## config.mk

```make
export PLATFORM = sky130hd
export DESIGN_NAME = sprite_engine
export DESIGN_NICKNAME = d
export VERILOG_FILES = /design/src/rtl/sprite_engine.sv
export SDC_FILE = /design/constraint.sdc
export NUM_CORES = 1
export LEC_CHECK = 0
export CAP_MARGIN = 20
export CORE_MARGIN = 8
export CORE_UTILIZATION = 58
export DETAILED_ROUTE_END_ITERATION = 10
export GPL_TIMING_DRIVEN = 0
export PLACE_DENSITY = 0.92
export RECOVER_POWER = 50
export SETUP_SLACK_MARGIN = 0.5
export SYNTH_ARGS = -nofsm -noshare
export SYNTH_HDL_FRONTEND = slang
export SYNTH_SLANG_ARGS = --single-unit
export TNS_END_PERCENT = 100
```

## constraint.sdc

```tcl
create_clock -name vga_clk -period 5.6 [get_ports vga_clk]
set_clock_uncertainty 0.1 [all_clocks]
set_input_delay 0.56 -clock vga_clk [delete_from_list [all_inputs] [get_ports vga_clk]]
set_output_delay 0.56 -clock vga_clk [all_outputs]
set_load 0.01 [all_outputs]
```

## src/rtl/sprite_engine.sv

```systemverilog
// Animated sprite overlay: a 3-stage pixel pipeline fetches palette indices from an
// external ROM and composites them over the background; a small FSM steps the frame.
module sprite_engine #(
   parameter int SPR_W    = 64,
   parameter int SPR_H    = 96,
   parameter int FRAMES   = 4,
   parameter int IDX_BITS = 4,
   parameter int HOLD     = 6,
   parameter int ADDR_W   = 15,
   localparam int FRAME_W = (FRAMES > 1) ? $clog2(FRAMES) : 1
) (
   input  logic                vga_clk,
   input  logic                reset_n,
   input  logic [9:0]          draw_x,
   input  logic [9:0]          draw_y,
   input  logic                blank,
   input  logic [9:0]          spr_x,
   input  logic [9:0]          spr_y,
   input  logic                flip_h,
   input  logic [3:0]          bg_red,
   input  logic [3:0]          bg_green,
   input  logic [3:0]          bg_blue,
   input  logic                frame_tick,
   input  logic                anim_start,
   input  logic                anim_once,
   input  logic                pal_we,
   input  logic [IDX_BITS-1:0] pal_idx,
   input  logic [11:0]         pal_rgb,
   output logic [ADDR_W-1:0]   rom_addr,
   input  logic [IDX_BITS-1:0] rom_q,
   output logic [3:0]          red,
   output logic [3:0]          green,
   output logic [3:0]          blue,
   output logic [FRAME_W-1:0]  anim_frame,
   output logic                anim_done
);

   localparam int PAL_D     = 2 ** IDX_BITS;
   localparam int FRAME_PIX = SPR_W * SPR_H;
   localparam int HOLD_W    = (HOLD > 1) ? $clog2(HOLD) : 1;

   typedef enum logic [1:0] {IDLE, PLAY, DONE} state_t;

   state_t             state_q, state_d;
   logic [FRAME_W-1:0] frame_q, frame_d;
   logic [HOLD_W-1:0]  hold_q,  hold_d;

   // ---------------- animation FSM ----------------
   always_ff @(posedge vga_clk) begin
      if (!reset_n) begin
         state_q <= IDLE;
         frame_q <= '0;
         hold_q  <= '0;
      end else begin
         state_q <= state_d;
         frame_q <= frame_d;
         hold_q  <= hold_d;
      end
   end

   always_comb begin
      state_d   = state_q;
      frame_d   = frame_q;
      hold_d    = hold_q;
      anim_done = 1'b0;
      if (state_q == DONE) anim_done = 1'b1;
      if (anim_start) begin
         state_d = PLAY;
         frame_d = '0;
         hold_d  = '0;
      end else begin
         case (state_q)
            IDLE: begin
               frame_d = '0;
               hold_d  = '0;
            end
            PLAY: begin
               if (frame_tick) begin
                  if (hold_q == HOLD_W'(HOLD - 1)) begin
                     hold_d = '0;
                     // Last frame either wraps or freezes in place for one-shot playback
                     if (frame_q == FRAME_W'(FRAMES - 1)) begin
                        if (anim_once) state_d = DONE;
                        else           frame_d = '0;
                     end else begin
                        frame_d = frame_q + FRAME_W'(1);
                     end
                  end else begin
                     hold_d = hold_q + HOLD_W'(1);
                  end
               end
            end
            DONE: ;
            default: state_d = IDLE;
         endcase
      end
   end

   assign anim_frame = frame_q;

   // ---------------- palette register file ----------------
   logic [11:0] pal_q [PAL_D];

   always_ff @(posedge vga_clk) begin
      if (!reset_n) begin
         for (int i = 0; i < PAL_D; i++) pal_q[i] <= '0;
      end else if (pal_we) begin
         pal_q[pal_idx] <= pal_rgb;
      end
   end

   // ---------------- stage 0: hit test and address ----------------
   logic [10:0]       dx_ext, dy_ext, sx_ext, sy_ext;
   logic [10:0]       lx_raw, lx, ly;
   logic              in_box;
   logic [ADDR_W-1:0] rom_addr_d;

   // Widened to 11 bits so a sprite near the right/bottom edge never wraps to column 0
   assign dx_ext = {1'b0, draw_x};
   assign dy_ext = {1'b0, draw_y};
   assign sx_ext = {1'b0, spr_x};
   assign sy_ext = {1'b0, spr_y};

   assign in_box = (dx_ext >= sx_ext) && (dx_ext < sx_ext + 11'(SPR_W)) &&
                   (dy_ext >= sy_ext) && (dy_ext < sy_ext + 11'(SPR_H));

   assign lx_raw = dx_ext - sx_ext;
   assign lx     = flip_h ? (11'(SPR_W - 1) - lx_raw) : lx_raw;
   assign ly     = dy_ext - sy_ext;

   always_comb begin
      rom_addr_d = '0;
      if (in_box)
         rom_addr_d = ADDR_W'(frame_q) * ADDR_W'(FRAME_PIX) +
                      ADDR_W'(ly) * ADDR_W'(SPR_W) + ADDR_W'(lx);
   end

   // ---------------- stages 1..3 ----------------
   logic [ADDR_W-1:0] addr_q;
   logic              inbox1_q, blank1_q, inbox2_q, blank2_q;
   logic [11:0]       bg1_q, bg2_q, rgb_q, rgb_d;

   always_ff @(posedge vga_clk) begin
      if (!reset_n) begin
         addr_q   <= '0;
         inbox1_q <= 1'b0;
         blank1_q <= 1'b0;
         bg1_q    <= '0;
         inbox2_q <= 1'b0;
         blank2_q <= 1'b0;
         bg2_q    <= '0;
         rgb_q    <= '0;
      end else begin
         addr_q   <= rom_addr_d;
         inbox1_q <= in_box;
         blank1_q <= blank;
         bg1_q    <= {bg_red, bg_green, bg_blue};
         inbox2_q <= inbox1_q;
         blank2_q <= blank1_q;
         bg2_q    <= bg1_q;
         rgb_q    <= rgb_d;
      end
   end

   // Palette index 0 is transparent and lets the background through
   always_comb begin
      rgb_d = '0;
      if (blank2_q) begin
         if (!inbox2_q || rom_q == '0) rgb_d = bg2_q;
         else                          rgb_d = pal_q[rom_q];
      end
   end

   assign rom_addr = addr_q;
   assign red      = rgb_q[11:8];
   assign green    = rgb_q[7:4];
   assign blue     = rgb_q[3:0];

endmodule

```

==> qor.yml, run 1 <==
run_status:
  status: "finished with violations"
  failed_checks: "capacitance limit, slew limit"
clocking:
  root_buffer: "clkbuf_16"
  postCtsSetupBuffers: 0
  cts_resized: 0
  cts_buffers: 26
  htreeDepth: 1
  cts_buffer_depth: 3
  cts_tree: "built"
  clk_latency_ps: 530
  cts.sinks: 251
  hold_buffers: 0
  cts.clk_slew.worst_paths_ps: 70
cells_and_area:
  drive_gt1_share_pct: 11.4
  n_antenna_cell: 0
  syn_to_final_growth_pct: 19.3
  final_nets: 1245
floorplanning:
  core_area_sq_um: 21000
  num_rows: 53
  start_util_pct: 58.8
  die-area_sq_um: 26200
  die-width_microns: 162
  fp.dieH_microns: 162
  io_pins: 110
critical_path:
  critPathLaunchType: "primary input"
  endpoint_kind: "flop"
  rrSetupSlack_ps: 3230
  required_ps: 5910
  worst-setup-path-type: "primary input to flop"
  crit_fanout: 4
  r2r_start: "anim_frame[0]$_SDFFE_PP0P_"
  arrival_ps: 4880
  r2r_end: "rom_addr[14]$_SDFF_PN0_"
  r2r_cells: 9
hold_path:
  min_path_type: "flop to flop"
  hold_end: "rgb_q[10]$_SDFF_PN0_"
  worstHoldPathCells: 2
  min-delay-start: "bg2_q[10]$_SDFF_PN0_"
power_and_ir_drop:
  power_density_nw_per_um2: 306
  power_uw: 4490
  vdd_drop_max_mv: 0.185
  leakagePower_uw: 0.00545
placed_design:
  port_buffers: 105
  gp_congestion: 0.924
  dp_hpwl_microns: 21600
drt:
  wire_per_inst_microns: 21.9
  wl_met2_microns: 15200
  vias: 8441
  viasPerCell: 5.97
  ant_nets: 0
  routed-wl-met3_microns: 2820
  routed_wl_microns: 30900
  drc: 0
  top_layer_used: "met4"
  drt-met1-wl_microns: 11200
  dr.pass1.iters: 5
  drtIter0Drc: 778
logic_synthesis:
  synth_edf_count: 189
  ys_warn_count: 0
  syn_area_sq_um: 12300
  yosysUniqueCellTypes: 59
  synth_ff_type: "edfxtp_1"
  synth.avg_cell_area_sq_um: 12.6
  ys_seq_area_share_pct: 56.2
  ys_seq_elements: 251
  synthCells: 975
  syn-num-nets: 1100
  synthArstFlopShare_pct: 0
sta:
  fin_setup_tns_ps: 0
  tightest_slew_ps: 1530
  rsz0062_at_grt: "false"
  fmax_mhz: 219
  hold_viol_final: 0
  relSlewSlack_pct: -3.56
  fin_crit_ps: 4560
  slew_violations: 10
  fin_crit_sh_pct: 81.5
  hold_ws_ps: 340
  finalSetupViolCount: 0
global_routing:
  grt_pass1_vias: 8916
  grt_pass1_wl_microns: 47800
  grtUsageTotal_pct: 23.5
  grt-ovfl-total: 0
  antenna_found_initial: 0
  grt_max_degree: 16
flow_run:
  max_cap_violations: 1
-- critical path, cell delays in order --
cell and delay, ps:
clkdlybuf4s50_1 460, ha_1 160, inv_1 60, fa_1 410, nand3_1 130, nand2_1 100
a21o_1 190, a21oi_1 190, xnor2_1 130, inv_1 80, ha_1 130, inv_1 50
o21a_1 190, or4b_1 500, o21ai_1 120, ha_1 300, o21ai_1 160, a21oi_1 120
o21a_1 190, or3_1 310, a211oi_1 330
-- synth_stat cells (all sizes together) (2+ instances only) --
cell type  count  share of area [%]
o21a           7               0.43
edfxtp       189                 46
a21o          13               0.79
o211ai         2               0.12
nor2b         10               0.51
or3            3               0.15
nand4          5               0.25
clkbuf        48                1.5
a221o          3               0.24
a22o           3               0.21
mux2i          4               0.33
nor4           3               0.15
a21oi         35                1.5
a22oi          2               0.12
dfxtp         62                 10
xor2           9               0.64
o21ai         31                1.3
nand4b         3               0.26
o41ai          2               0.20
buf           13               0.72
mux2           8               0.73
and2         217                 11
nand2         43                1.3
o22ai          3               0.15
ha            42                4.3
nor3          21               0.85
a211oi         3               0.22
nor2          41                1.2
nand3          5               0.20
xnor2         21                1.5
mux4          51                9.3
inv           37                1.1
fa             3               0.49
nand2b        14               0.71
a31oi          4               0.20
o2111ai        2               0.19
-- flip-flops by register name, summed over array words and instances (netlist names) --
name and flops:
bg1_q 12, rgb_q 12, state_q 2, inbox1_q 1
anim_frame 2, blank2_q 1, blank1_q 1, hold_q 3
rom_addr 15, bg2_q 12, inbox2_q 1, pal_q 189
-- layout make-up --
class | count | area, sq um
Multi-Input combinational cell | 626 | 4980
Inverter | 37 | 139
Fill cell | 1380 | 6260
Timing Repair Buffer | 117 | 1170
Buffer | 61 | 268
Clock inverter | 11 | 115
Clock buffer | 37 | 753
Sequential cell | 251 | 6920
Tap cell | 275 | 344
-- worst max-delay path by stage --
stage,end,slack (ps),startpoint
after floorplan,rom_addr[14]$_SDFF_PN0_,1490,draw_x[0]
after global placement,rom_addr[14]$_SDFF_PN0_,650,spr_x[0]
after detailed placement,rom_addr[14]$_SDFF_PN0_,560,spr_x[0]
after CTS,rom_addr[14]$_SDFF_PN0_,1070,draw_x[0]
after global routing,rom_addr[14]$_SDFF_PN0_,760,draw_x[0]
final,rom_addr[14]$_SDFF_PN0_,1040,spr_x[0]
-- where the power goes --
part / leakage (uW) / total (uW) / switching (uW) / internal [uW]
clock network: 0.000430 / 1760 / 730 / 1030
registers: 0.00231 / 2120 / 31.7 / 2090
logic: 0.00271 / 604 / 323 / 281
total: 0.00545 / 4490 / 1080 / 3400
-- routing by layer --
layer | track usage [%] | vias up
met5 | 0 | -
met4 | 12.6 | 0
met1 | 27.3 | 4035
li1 | - | 3780
met2 | 40.6 | 522
met3 | 4.68 | 104
-- kinds of logic (layout without fill, tap and decap cells) --
group | Yosys count | count (layout) | share of synthesized area [%]
AO/OA/AOI/OAI | 118 | 118 | 6.23
AND/OR/NAND/NOR | 370 | 370 | 17.0
XOR/XNOR | 30 | 30 | 2.13
multiplexers | 63 | 63 | 10.4
flip-flops | 251 | 251 | 56.2
buffers and inverters | 98 | 263 | 3.32
adder cells (fa/ha/maj) | 45 | 45 | 4.75
-- cells in the final DEF (no fill, tap or decap), drive strengths merged, types with 4 or more instances in the layout --
| cell type | synthesis | final |
|---|---|---|
| buf | 13 | 23 |
| nand4 | 5 | 5 |
| edfxtp | 189 | 189 |
| mux4 | 51 | 51 |
| mux2 | 8 | 8 |
| nand3 | 5 | 5 |
| xnor2 | 21 | 21 |
| nor2 | 41 | 41 |
| nor3 | 21 | 21 |
| clkinv | 0 | 6 |
| a31oi | 4 | 4 |
| nor2b | 10 | 10 |
| inv | 37 | 39 |
| o21a | 7 | 7 |
| dlygate4sd3 | 0 | 31 |
| a21o | 13 | 13 |
| dfxtp | 62 | 62 |
| nand2 | 43 | 43 |
| clkbuf | 48 | 87 |
| xor2 | 9 | 9 |
| clkdlybuf4s50 | 0 | 74 |
| mux2i | 4 | 4 |
| and2 | 217 | 217 |
| o21ai | 31 | 31 |
| ha | 42 | 42 |
| nand2b | 14 | 14 |
| a21oi | 35 | 35 |
-- through the flow --
stage	util (%)	area [sq um]	instances	setup WS, ps
finish	70.1	14700	1415	1040
global route	70.1	14700	1415	762
CTS	70.2	14700	1415	1070
detailed placement	66.0	13800	1367	561
global placement	65.4	13700	1355	651
floorplan	-	12300	975	1490
Power figures use the tool's default switching activity.
==> run 2: changes to the inputs <==
Clock period 5.6 ns to 4.2 ns, I/O delays scaled along.
==> run 2 against run 1 <==
  * Combinational power rose by 71%
  * Sequential cell count did not move
  * Largest power group unchanged
  * The flow now finishes without violations
  * Design area rose by 4.6%
  * Sequential power rose by 33%
  * Clock power rose by 36%
  * Total power rose by 40%
  * Core utilization rose by 3.3 points
  * Worst setup slack got worse by 640 ps
  * Sequential share of layout area fell by 2.1 points
==> qor.yml, run 2 (synthesized netlist as in run 1, its figures left out) <==
run_status:
  status: "finished, final reports clean"
sta:
  fin_setup_tns_ps: 0
  relSlewSlack_pct: 6.20
  tightest_slew_ps: 1390
  fmax_mhz: 263
  finalSetupViolCount: 0
  hold_viol_final: 0
  slew_violations: 0
  rsz0062_at_grt: "true"
  fin_crit_sh_pct: 90.6
  fin_crit_ps: 3810
cells_and_area:
  final_nets: 1292
  drive_gt1_share_pct: 18.5
  n_antenna_cell: 0
  largest_reg_flops: 189
  fin_util_pct: 73.4
  layout_commonest_cell: "edfxtp_1"
  top_register: "pal_q"
  syn_to_final_growth_pct: 24.9
  final_cell_mix: "edfxtp_1 (189), and2_0 (124), and2_1 (93)"
floorplanning:
  core_area_sq_um: 21000
  num_rows: 53
  die-width_microns: 162
  io_pins: 110
  die-area_sq_um: 26200
  start_util_pct: 58.8
  fp.dieH_microns: 162
global_routing:
  grtUsageTotal_pct: 25.4
  grt_max_degree: 15
  grt_pass1_wl_microns: 51100
  grt-ovfl-total: 0
  antenna_found_initial: 0
  grt_pass1_vias: 9217
critical_path:
  cp_top_family: "compound AO/OA/AOI/OAI gates"
  worst-setup-path-type: "primary input to flop"
  critPathLaunchType: "primary input"
  endpoint_kind: "flop"
  r2r_cells: 9
  required_ps: 4540
  rrSetupSlack_ps: 1860
  slowest_delay_ps: 450
  r2r_end: "rom_addr[14]$_SDFF_PN0_"
  slowest_stage: "clkdlybuf4s50_1"
  cp_num_buf_inv: 2
  cp-startpoint: "draw_x[7]"
  worstPathCellList: "clkdlybuf4s50_1 -> ha_1 -> clkbuf_4 -> nand2_1 -> o21ai_1 -> o31a_1 -> nor2_2 -> o31ai_1 -> xnor2_1 -> ha_1 -> o21a_1 -> o21ai_2 -> a21oi_2 -> o21a_1 -> or3_1 -> a211oi_2"
  r2r_start: "anim_frame[0]$_SDFFE_PP0P_"
  crit_fanout: 7
  arrival_ps: 4150
clocking:
  cts_buffer_depth: 3
  clk_latency_ps: 550
  root_buffer: "clkbuf_16"
  htreeDepth: 1
  cts_buffers: 26
  cts_tree: "built"
  cts.clk_slew.worst_paths_ps: 60
  cts.sinks: 251
drt:
  ant_nets: 0
  dr.pass1.iters: 5
  drtIter0Drc: 876
  routed_wl_microns: 34500
  wire_per_inst_microns: 23.6
  drc: 0
  vias: 8823
  viasPerCell: 6.03
hold_path:
  min_path_type: "primary input to flop"
  hold_end: "rom_addr[0]$_SDFF_PN0_"
  worstHoldPathCells: 4
  min-delay-start: "spr_x[0]"
power_and_ir_drop:
  leakagePower_uw: 0.00579
  power_density_nw_per_um2: 407
  vdd_drop_max_mv: 0.333
placed_design:
  port_buffers: 105
  dp_hpwl_microns: 21800
  gp_congestion: 0.953
flow_run:
  max_cap_violations: 0
## run 2: cell type report
type | count | area [sq um]
sequential | 251 | 6920
fill | 1219 | 5580
multi-input combinational | 626 | 5220
timing repair buffer | 164 | 1580
clock buffer | 31 | 689
tap | 275 | 344
buffer | 61 | 277
clock inverter | 17 | 199
inverter | 37 | 144
## run 2: where the power goes
group          internal, uW  switching, uW
sequential             2790           45.3
combinational           507            524
clock                  1420            982
total                  4710           1550
## run 2: tightest hold or removal path, delay by kind of cell
family / cells / cell delay (ps)
xor+xnor: 1 / 140
fa+ha+maj: 1 / 150
buf+inv: 1 / 110
simple gates: 1 / 60
## run 2: worst max-delay path by stage
| stage | cells past startpoint | to |
|---|---|---|
| floorplan | 22 | rom_addr[14]$_SDFF_PN0_ |
| global placement | 21 | rom_addr[14]$_SDFF_PN0_ |
| CTS | 21 | rom_addr[14]$_SDFF_PN0_ |
| detailed placement | 21 | rom_addr[14]$_SDFF_PN0_ |
| global route | 21 | rom_addr[14]$_SDFF_PN0_ |
| finish | 16 | rom_addr[14]$_SDFF_PN0_ |
## run 2: per-stage QoR
step	total power, uW	cells	worst slack (ps)	hold slack, ps	cell area [sq um]
2_1_floorplan	3390	975	391	312	12300
3_3_place_gp	3640	1355	-311	318	13700
3_5_place_dp	3690	1367	-418	324	13900
4_1_cts	6130	1449	414	354	15100
5_1_grt	6420	1462	342	308	15400
6_report	6270	1462	394	280	15400
## run 2: repair_timing
action / in CTS / in global routing
pin swaps: 14 / 26
hold buffers: 0 / 0
resized for setup: 18 / 56
setup buffers: 34 / 13
endpoints found under the setup margin: 4 / 6
## run 2: layer usage
| layer | wire length, microns | GRT usage, % | up-vias |
|---|---|---|---|
| li1 | - | - | 3876 |
| met2 | 17700 | 45.2 | 558 |
| met4 | 1680 | 12.3 | 0 |
| met5 | 0 | 0 | - |
| met1 | 12000 | 28.8 | 4263 |
| met3 | 3150 | 4.91 | 126 |
